==> src/rtl/sequential_divider_with_regs.sv <==
// Multi-cycle radix-2 restoring divider: registered operands, one quotient bit per cycle, packed {remainder, quotient} result.
// Optional macro SIGNED_DIV_EN: two's complement operands via magnitude/sign fix-up around the unsigned core.
module sequential_divider_with_regs #(
    parameter int N = 32
) (
    input  logic           clk,
    input  logic           reset,
    input  logic           en,
    input  logic [N-1:0]   inputA,
    input  logic [N-1:0]   inputB,
    output logic [2*N-1:0] result,
    output logic           valid,
    output logic           busy,
    output logic           div_by_zero
);
    // state | meaning
    // IDLE  | waiting for en; result and div_by_zero hold
    // RUN   | one quotient bit per cycle, counter N-1 down to 0
    // DONE  | load result register, pulse valid
    localparam int CW = $clog2(N);

    typedef enum logic [1:0] {IDLE, RUN, DONE} state_t;
    state_t state, state_nxt;

    logic [N-1:0]  dvd_q;
    logic [N-1:0]  quo_q;
    logic [N-1:0]  dsr_q;
    logic [N-1:0]  pr_q;
    logic [CW-1:0] cnt_q;
    logic          dbz_q;
    logic [N:0]    pr_shift;
    logic [N:0]    trial;
    logic [N-1:0]  mag_a;
    logic [N-1:0]  mag_b;
    logic [N-1:0]  quo_fin;
    logic [N-1:0]  rem_fin;
    logic          load;
    logic          step;
    logic          finish;

    always_ff @(posedge clk or posedge reset) begin
        if (reset) state <= IDLE;
        else       state <= state_nxt;
    end

    always_comb begin
        state_nxt = state;
        busy      = 1'b0;
        load      = 1'b0;
        step      = 1'b0;
        finish    = 1'b0;
        case (state)
            IDLE: begin
                if (en) begin
                    load      = 1'b1;
                    state_nxt = RUN;
                end
            end
            RUN: begin
                busy = 1'b1;
                step = 1'b1;
                if (cnt_q == '0) state_nxt = DONE;
            end
            DONE: begin
                busy      = 1'b1;
                finish    = 1'b1;
                state_nxt = IDLE;
            end
            default: state_nxt = IDLE;
        endcase
    end

    // Trial subtract is one bit wider so its MSB is the borrow.
    assign pr_shift = {pr_q, quo_q[N-1]};
    assign trial    = pr_shift - {1'b0, dsr_q};

`ifdef SIGNED_DIV_EN
    logic sign_a;
    logic sign_b;

    assign mag_a = inputA[N-1] ? -inputA : inputA;
    assign mag_b = inputB[N-1] ? -inputB : inputB;

    always_ff @(posedge clk or posedge reset) begin
        if (reset) begin
            sign_a <= 1'b0;
            sign_b <= 1'b0;
        end else if (load) begin
            sign_a <= inputA[N-1];
            sign_b <= inputB[N-1];
        end
    end

    // Most-negative / -1 falls out naturally: the magnitude quotient negates back to itself.
    always_comb begin
        quo_fin = (sign_a ^ sign_b) ? -quo_q : quo_q;
        rem_fin = sign_a ? -pr_q : pr_q;
        if (dbz_q) begin
            quo_fin = '1;
            rem_fin = dvd_q;
        end
    end
`else
    assign mag_a = inputA;
    assign mag_b = inputB;

    always_comb begin
        quo_fin = dbz_q ? '1 : quo_q;
        rem_fin = dbz_q ? dvd_q : pr_q;
    end
`endif

    always_ff @(posedge clk or posedge reset) begin
        if (reset) begin
            dvd_q       <= '0;
            quo_q       <= '0;
            dsr_q       <= '0;
            pr_q        <= '0;
            cnt_q       <= '0;
            dbz_q       <= 1'b0;
            result      <= '0;
            valid       <= 1'b0;
            div_by_zero <= 1'b0;
        end else begin
            valid <= 1'b0;
            if (load) begin
                dvd_q <= inputA;
                quo_q <= mag_a;
                dsr_q <= mag_b;
                pr_q  <= '0;
                cnt_q <= CW'(N - 1);
                dbz_q <= (inputB == '0);
            end else if (step) begin
                pr_q  <= trial[N] ? pr_shift[N-1:0] : trial[N-1:0];
                quo_q <= {quo_q[N-2:0], ~trial[N]};
                if (cnt_q != '0) cnt_q <= cnt_q - CW'(1);
            end else if (finish) begin
                result      <= {rem_fin, quo_fin};
                valid       <= 1'b1;
                div_by_zero <= dbz_q;
            end
        end
    end
endmodule

==> config.mk <==
export PLATFORM = sky130hd
export DESIGN_NAME = sequential_divider_with_regs
export DESIGN_NICKNAME = d
export VERILOG_FILES = /design/src/rtl/sequential_divider_with_regs.sv
export SDC_FILE = /design/constraint.sdc
export NUM_CORES = 1
export LEC_CHECK = 0
export ABC_CLOCK_PERIOD_IN_PS = 21400
export BUFFER_PORTS_ARGS = -buffer_cell sky130_fd_sc_hd__buf_4
export CORE_MARGIN = 1.5
export CORE_UTILIZATION = 55
export CTS_BUF_LIST = sky130_fd_sc_hd__clkbuf_8
export DETAILED_ROUTE_END_ITERATION = 12
export GPL_TIMING_DRIVEN = 0
export PLACE_DENSITY = 0.76
export SYNTH_ARGS = -nofsm -noshare
export SYNTH_HDL_FRONTEND = slang
export SYNTH_SLANG_ARGS = --single-unit
export TNS_END_PERCENT = 100
==> constraint.sdc <==
create_clock -name clk -period 21.4 [get_ports clk]
set_clock_uncertainty 0.05 [all_clocks]
set_input_delay 4.28 -clock clk [delete_from_list [all_inputs] [get_ports clk]]
set_output_delay 4.28 -clock clk [all_outputs]
set_load 0.005 [all_outputs]
## Word-level counts from Yosys, hierarchy flattened

Index checks and enable logic that the tools add are counted.

- Register bits: 202
- Output and inout bits: 67
- Logic and storage cells: 50

- Add/sub/neg operators: 2
- Equal/unequal tests: 4
- Mux-type cells: 21
- Bitwise operators: 3
- Reduce and logical (&&, ||, !) cells: 10

Operators with widths:

| operator | count |
|---|---|
| 2-to-1 mux 32 bit | 7 |
| subtractor 33 x 32 -> 33 bit | 1 |
| zero test 32 bit | 1 |
| 2-to-1 mux 5 bit | 3 |
| 2-to-1 mux 1 bit | 8 |
| zero test 5 bit | 1 |
| nonzero test 5 bit | 1 |
| subtractor 5 x 1 -> 5 bit (second input constant) | 1 |
| 2-to-1 mux 2 bit | 2 |
| inequality test 2 bit (second input constant) | 2 |
| one-hot mux 2 bit (2 select lines) | 1 |
| AND reduction 2 bit | 2 |
| nonzero test 2 bit | 2 |
| inverter 1 bit | 3 |
| AND reduction 3 bit | 1 |
| == test 2 x 1 -> 1 bit (second input constant) | 1 |
| == test 2 bit (second input constant) | 1 |
| zero test 2 bit | 1 |
| OR reduction 2 bit | 1 |

## Logic depth before layout (Yosys ltp)

Gate-level depths: netlist of the first run.

- Word-level depth: 5
- Depth in mapped cells: 13
- Mapped depth without buffers: 12

## Worst setup path before layout of the first run

Ideal clock, no wire load.

- Path kind: input to register
- Start: in en
- End: reg quo_q[10]
- Library setup time: 83 ps
- Arrival time: 5,282 ps
- Setup slack: 15,985 ps
- Stages on the path: 6
- Path through: and2_1 -> clkbuf_1 -> clkbuf_1 -> clkbuf_1 -> nand2_1 -> o21ai_0

- Longest elaborated chain between the ends: 3
- Elaborated cells between the ends (all ways): 4

Ends and longest elaborated chain:

| what | RTL line | text |
|---|---|---|
| from (decl) | 8 | `input logic en,` |
| 2-to-1 mux 1 bit * | 54 | `if (en) begin` |
| 2-to-1 mux 1 bit * | 52 | `case (state)` |
| 2-to-1 mux 32 bit or nonzero test 2 bit (tied branches) | n/a |  |
| to (signal assigned) | 128 | `quo_q <= mag_a;` |
| to (signal assigned) | 135 | `quo_q <= {quo_q[N-2:0], ~trial[N]};` |
| to (decl) | 26 | `logic [N-1:0] quo_q;` |

Every way passes the cells marked *; elsewhere a longest branch is shown, timed or not.
A chain may end at the register's enable or synchronous reset.

## Final worst setup path of the first run

- Start: in en
- End: reg quo_q[1]

Same word-level chain as after synthesis.

==> metrics.txt, run 1 <==
clock sink count=202; PnR worst setup slack=15500 ps; CTS tree=yes; Max Freq=0.169 GHz; Seq/Total Area, Yosys=48.4%; WS Path Type=primary input to register; final setup fails=0; fill cell count=1563; Worst-path clk slew=60 ps; leading area contributor after synthesis=dfrtp_1; CTS resizes=0; routed vias/inst=5.79; DR WL/cell=18.1 µm; maximum number of pins on one net before global-route repair=120; Leak=5.77 nW; Max Buffers Root-to-Sink=3; Die Area=19800 µm²; worst hold slack=428 ps; Rows=50; Initial Utilization=56.0%; Least-Margin Pin Slew=822 ps; ant diodes=0; top-area cell type share of the netlist area=48.4%; TritonRoute pass-1 iters=5; Post-Route Setup TNS=0 ps; DR iter-0 viols=647; commonest non-fill, non-tap cell in the layout=dfrtp_1; Slew HR=44.5%; Area Overhead vs Synth=19.4%; hold-fix buffers at CTS=0; DP Area=11800 µm²; global-route wire length before repair=45.4 mm; final-stage net count=1421; layout cells sized above 1=15.2%; synth warn=0; Setup Buffers After CTS=0; type of the most critical hold path=register to register; EDFF count, synth=0; number of global-route vias before repair=8719; cell count after synthesis=1145; clk_lat worst skew=540 ps; final period utilization=27.6%; I/O Buffers=133; Ports=134; root buffer cell=clkbuf_8; Max Slew Vio Count=0; crit end category=register; final WL=28.5 mm; # DRC=0; max_cap viols=0; ys async rst share=100%; final core area utilization=66.8%; minimum clock period=5900 ps; Die W=141 µm; power density cells=182 nW/µm²; dominant cells by area after synthesis=dfrtp_1, mux2i_1, nand2_1; post-DP HPWL=20.7 mm; Core Region=18600 µm²; Critical Path Source Type=primary input; Post-Place Cells=1513; initial antenna violation count=0; #FFs+latches synth=202; library cells used by synthesis=62; overall power=2.27 mW; Crit path required time=21740 ps; crit path max fanout=10; die extent in y=141 µm; GR Overflow Total=0; Max VDD drop=0.0996 mV; Main synth FF type=dfrtp_1; design area=12500 µm²; area of the mapped netlist=10400 µm²; Hold Vio Cnt, Final=0; Num CTS Buffers=34; Synth Area per Inst=9.11 µm²; ANT nets after route=0; Net Count, Synth=1251; final cell count without fillers=1571; dpl ws=14990 ps; crit path DAT=6240 ps; GP Congestion=0.925; Global Route Usage Sum=29.2%; most frequent cells in the layout=dfrtp_1, nand2_1, buf_4, nor2_1, a21oi_1; H-tree depth=2; unrepaired setup endpoints after global routing=false; vias=9094; run status=completed
-- area by class of cell --
cell class / instances / area, µm² / area share [%]
clock buffers: 41 / 564 / 4.53
inverters: 51 / 199 / 1.60
flip-flops and latches: 202 / 5050 / 40.6
well taps: 234 / 293 / 2.35
plain buffers: 72 / 289 / 2.32
multi-input cells: 820 / 4900 / 39.3
clock inverters: 17 / 130 / 1.04
repair buffers: 134 / 1030 / 8.24
-- power by group --
part / internal, mW / leakage [nW] / switching (mW)
logic: 0.503 / 2.94 / 0.708
clock network: 0.198 / 0.396 / 0.159
registers: 0.568 / 2.44 / 0.137
-- synthesized netlist by cell type, drive strengths merged, types with 2 or more instances --
cell type / number
dfrtp: 202
nand2: 182
nor2: 117
a21oi: 107
o21ai: 102
mux2i: 73
clkbuf: 51
inv: 51
ha: 38
buf: 21
xnor2: 15
nand3: 13
nor3: 13
a31oi: 12
nor4: 11
xor2: 11
a21o: 10
nand4: 10
o211ai: 9
and3: 7
nand3b: 7
a211o: 6
a211oi: 6
o21a: 5
and4: 4
nand2b: 4
nor3b: 4
o2111a: 4
o31ai: 4
or3: 4
mux2: 3
o211a: 3
o311ai: 3
o41ai: 3
a22o: 2
a31o: 2
a32o: 2
a41oi: 2
and2: 2
nor2b: 2
o2111ai: 2
o21bai: 2
o221ai: 2
-- cell families after synthesis --
kind of cell	Yosys count	share of synthesized area (%)
xor gates and xnor gates	26	2.18
adders and majority gates	39	4.75
buffers and inverters	123	4.60
AOI/OAI and AO/OA	295	16.8
and+or+nand+nor	384	15.9
DFF	202	48.4
muxes	76	7.33
-- flip-flops by register name, summed over array words and instances, names as in the netlist --
| signal | cells |
|---|---|
| dsr_q | 32 |
| div_by_zero | 1 |
| state | 2 |
| result | 64 |
| cnt_q | 5 |
| dvd_q | 32 |
| pr_q | 32 |
| dbz_q | 1 |
| quo_q | 32 |
| valid | 1 |
-- final timing paths --
| check | endpoint | depth (start not counted) | from | slack (ps) |
|---|---|---|---|---|
| max in group asynchronous | dsr_q[17]$_DFFE_PP0P_ | 3 | reset | 16540 |
| worst min register to register | dvd_q[2]$_DFFE_PP0P_ | 2 | dvd_q[2]$_DFFE_PP0P_ | 430 |
| worst max register to register | pr_q[29]$_DFFE_PP0P_ | 13 | quo_q[31]$_DFFE_PP0P_ | 17020 |
| worst max-delay path | quo_q[1]$_DFFE_PP0P_ | 6 | en | 15500 |
| min in group asynchronous | result[24]$_DFFE_PP0P_ | 2 | reset | 3760 |
| worst min-delay path | dvd_q[2]$_DFFE_PP0P_ | 2 | dvd_q[2]$_DFFE_PP0P_ | 430 |
-- critical path, cell delays in order --
cell and delay (ps):
buf_4 100, and2_1 110, clkbuf_1 450, clkbuf_1 590, clkbuf_1 510, o21ai_0 190
-- per-layer routing --
metal  wire length [µm]  track usage, %  vias to the layer above
li1                   -               -                     4322
met1              12300            39.5                     4399
met2              13600            47.2                      308
met3               1720            5.20                       65
met4                860            11.1                        0
met5                  0               0                        -
(Power assumes the default switching activity.)
==> run 2, diff against run 1 <==
- ABC_CLOCK_PERIOD_IN_PS: 21400 -> 4820
- CORE_UTILIZATION: 55 -> 54
- PLACE_DENSITY: 0.76 -> 0.78
- clock period: 21.4 -> 4.82 ns (I/O delays scaled with it)
==> metrics.txt, run 2 (same netlist as run 1, synthesis figures left out) <==
I/O Buffers=133 (unchanged); clk_lat worst skew=550 ps (about the same); switching power=4.51 mW (+350%); type of the most critical hold path=primary input to asynchronous set/reset pin; FF-to-FF setup slack=300 ps (-16720 ps); most frequent cells in the layout=dfrtp_1, nand2_1, buf_4, nor2_1, a21oi_1; Critical Path Source Type=register; WS Path Type=register to register; max reg flops=64 (unchanged); CTS tree=yes; ant diodes=0 (unchanged); dpl ws=501 ps (-14490 ps); final-stage net count=1426 (+0.35%); die extent in y=142 µm (+0.90%); number of global-route vias before repair=9071 (+4.0%); layout cells sized above 1=15.4% (+0.20 points); root buffer cell=clkbuf_8; unrepaired setup endpoints after global routing=false; Net Sw Frac=44.9% (+0.79 points); Worst-path clk slew=60 ps (about the same); Ports=134 (unchanged); power density cells=805 nW/µm² (+340%); Max Freq=0.221 GHz; Global Route Usage Sum=30.0% (+0.87 points); Core Region=18800 µm² (+1.0%); GP Congestion=0.884 (-4.5%); minimum clock period=4520 ps; power share of the combinational group=54.1% (+0.8 points); H-tree depth=2 (unchanged); crit end category=register; Int Power=5.53 mW (+340%); crit path DAT=4940 ps (-1300 ps); TritonRoute pass-1 iters=5 (unchanged); DR iter-0 viols=680 (+5.1%); run status=completed; ANT nets after route=0 (unchanged); commonest non-fill, non-tap cell in the layout=dfrtp_1; crit path max fanout=10 (unchanged); Least-Margin Pin Slew=855 ps (+33.4 ps); design area=12500 µm² (+0.14%); register with the most flip-flops=result; Area Overhead vs Synth=19.5%; post-DP HPWL=21.8 mm (+5.2%); final WL=29.2 mm (+2.7%); initial antenna violation count=0 (unchanged); Die W=142 µm (+0.90%); Crit Reg-Reg Startpoint=quo_q[31]$_DFFE_PP0P_; Max VDD drop=0.446 mV (+350%); # DRC=0 (unchanged); CTS resizes=0 (unchanged); hold-fix buffers at CTS=0 (unchanged); Hold Vio Cnt, Final=0 (unchanged); Die Area=20200 µm² (+1.8%); RR Endpoint=pr_q[29]$_DFFE_PP0P_; DP Area=11900 µm² (+0.86%); Crit path required time=5240 ps (-16500 ps); clock sink count=202 (unchanged); routed vias/inst=5.82 (+0.46%); vias=9264 (+1.9%); Setup Buffers After CTS=0 (unchanged); final setup fails=0 (unchanged); Rows=50 (unchanged); Num CTS Buffers=35 (+2.9%); PnR worst setup slack=304 ps (-15190 ps); DR WL/cell=18.4 µm (+1.3%); max_cap viols=0 (unchanged); Max Slew Vio Count=0 (unchanged); maximum number of pins on one net before global-route repair=43 (-64%); Seq pwr share=31.4% (+0.4 points); Max Buffers Root-to-Sink=3 (unchanged); global-route wire length before repair=47.2 mm (+4.0%); cell count of the worst reg-to-reg path=13 (unchanged); Initial Utilization=55.4% (-0.56 points); GR Overflow Total=0 (unchanged); fill cell count=1596 (+2.1%); Clk network pwr share=14.5% (-1.2 points); Slew HR=42.2% (-2.3 points); Reg area=5050 µm² (unchanged); final period utilization=93.7%; multi-input logic area=4900 µm² (unchanged); worst hold slack=308 ps (-121 ps); Leak=5.74 nW (-0.50%)
-- run 2: changes by cell type in the layout (fill, tap and decap cells not counted) --
cell	delta
inv_1	-6
buf_16	-1
inv_6	+2
inv_8	-2
bufinv_16	-2
buf_12	+5
-- run 2: worst max-delay path by stage --
stage / end / from / cells after the start / slack [ps]
after CTS: pr_q[29]$_DFFE_PP0P_ / quo_q[31]$_DFFE_PP0P_ / 13 / 460
after detailed placement: pr_q[29]$_DFFE_PP0P_ / quo_q[31]$_DFFE_PP0P_ / 13 / 500
after global routing: pr_q[29]$_DFFE_PP0P_ / quo_q[31]$_DFFE_PP0P_ / 13 / 90
after floorplan: cnt_q[0]$_DFFE_PP0P_ / reset / 1 / 1190
final: pr_q[29]$_DFFE_PP0P_ / quo_q[31]$_DFFE_PP0P_ / 13 / 300
after global placement: dsr_q[4]$_DFFE_PP0P_ / reset / 2 / -10
-- run 2: final cells by class --
cell class,instances,area share [%]
Tap cell,260,2.61
Timing Repair Buffer,138,8.81
Inverter,51,1.57
Clock inverter,9,0.371
Sequential cell,202,40.5
Clock buffer,41,4.52
Multi-Input combinational cell,820,39.3
Buffer,72,2.32
-- run 2: through the flow --
| step | setup TNS (ps) | total power, mW | util [%] | cells |
|---|---|---|---|---|
| after detailed placement | 0 | 8.48 | 63.0 | 1543 |
| after global routing | 0 | 10.8 | 66.2 | 1593 |
| after CTS | 0 | 9.97 | 66.2 | 1593 |
| after floorplan | 0 | 6.70 | - | 1145 |
| after global placement | -397 | 8.33 | 62.5 | 1538 |
| final | 0 | 10.0 | 66.2 | 1593 |
-- run 2: critical path, stage by stage, from the launching register on --
cell	delay, ps
dfrtp_1	440
inv_1	80
ha_1	200
inv_1	70
fa_1	430
a211oi_2	330
o211ai_1	210
a211oi_1	650
nor3_1	180
o211a_1	310
nor3_2	230
clkbuf_1	670
o311ai_0	360
a31oi_1	240
-- run 2: power by group through the flow --
stage	combinational (mW)	sequential [mW]	clock, mW
after floorplan	3.74	2.95	0
after global placement	5.19	3.14	0
after detailed placement	5.32	3.16	0
after CTS	5.37	3.14	1.47
after global routing	6.02	3.23	1.56
final	5.43	3.15	1.46
-- run 2: routing by layer --
layer / up-vias / GRT usage, % / share of wire (%) / routed length (µm)
met2: 379 / 47.8 / 46 / 13600
met3: 91 / 6.33 / 7.3 / 2130
met4: 0 / 13.5 / 4.2 / 1220
li1: 4328 / - / - / -
met5: - / 0 / 0 / 0
met1: 4466 / 39.9 / 42 / 12300
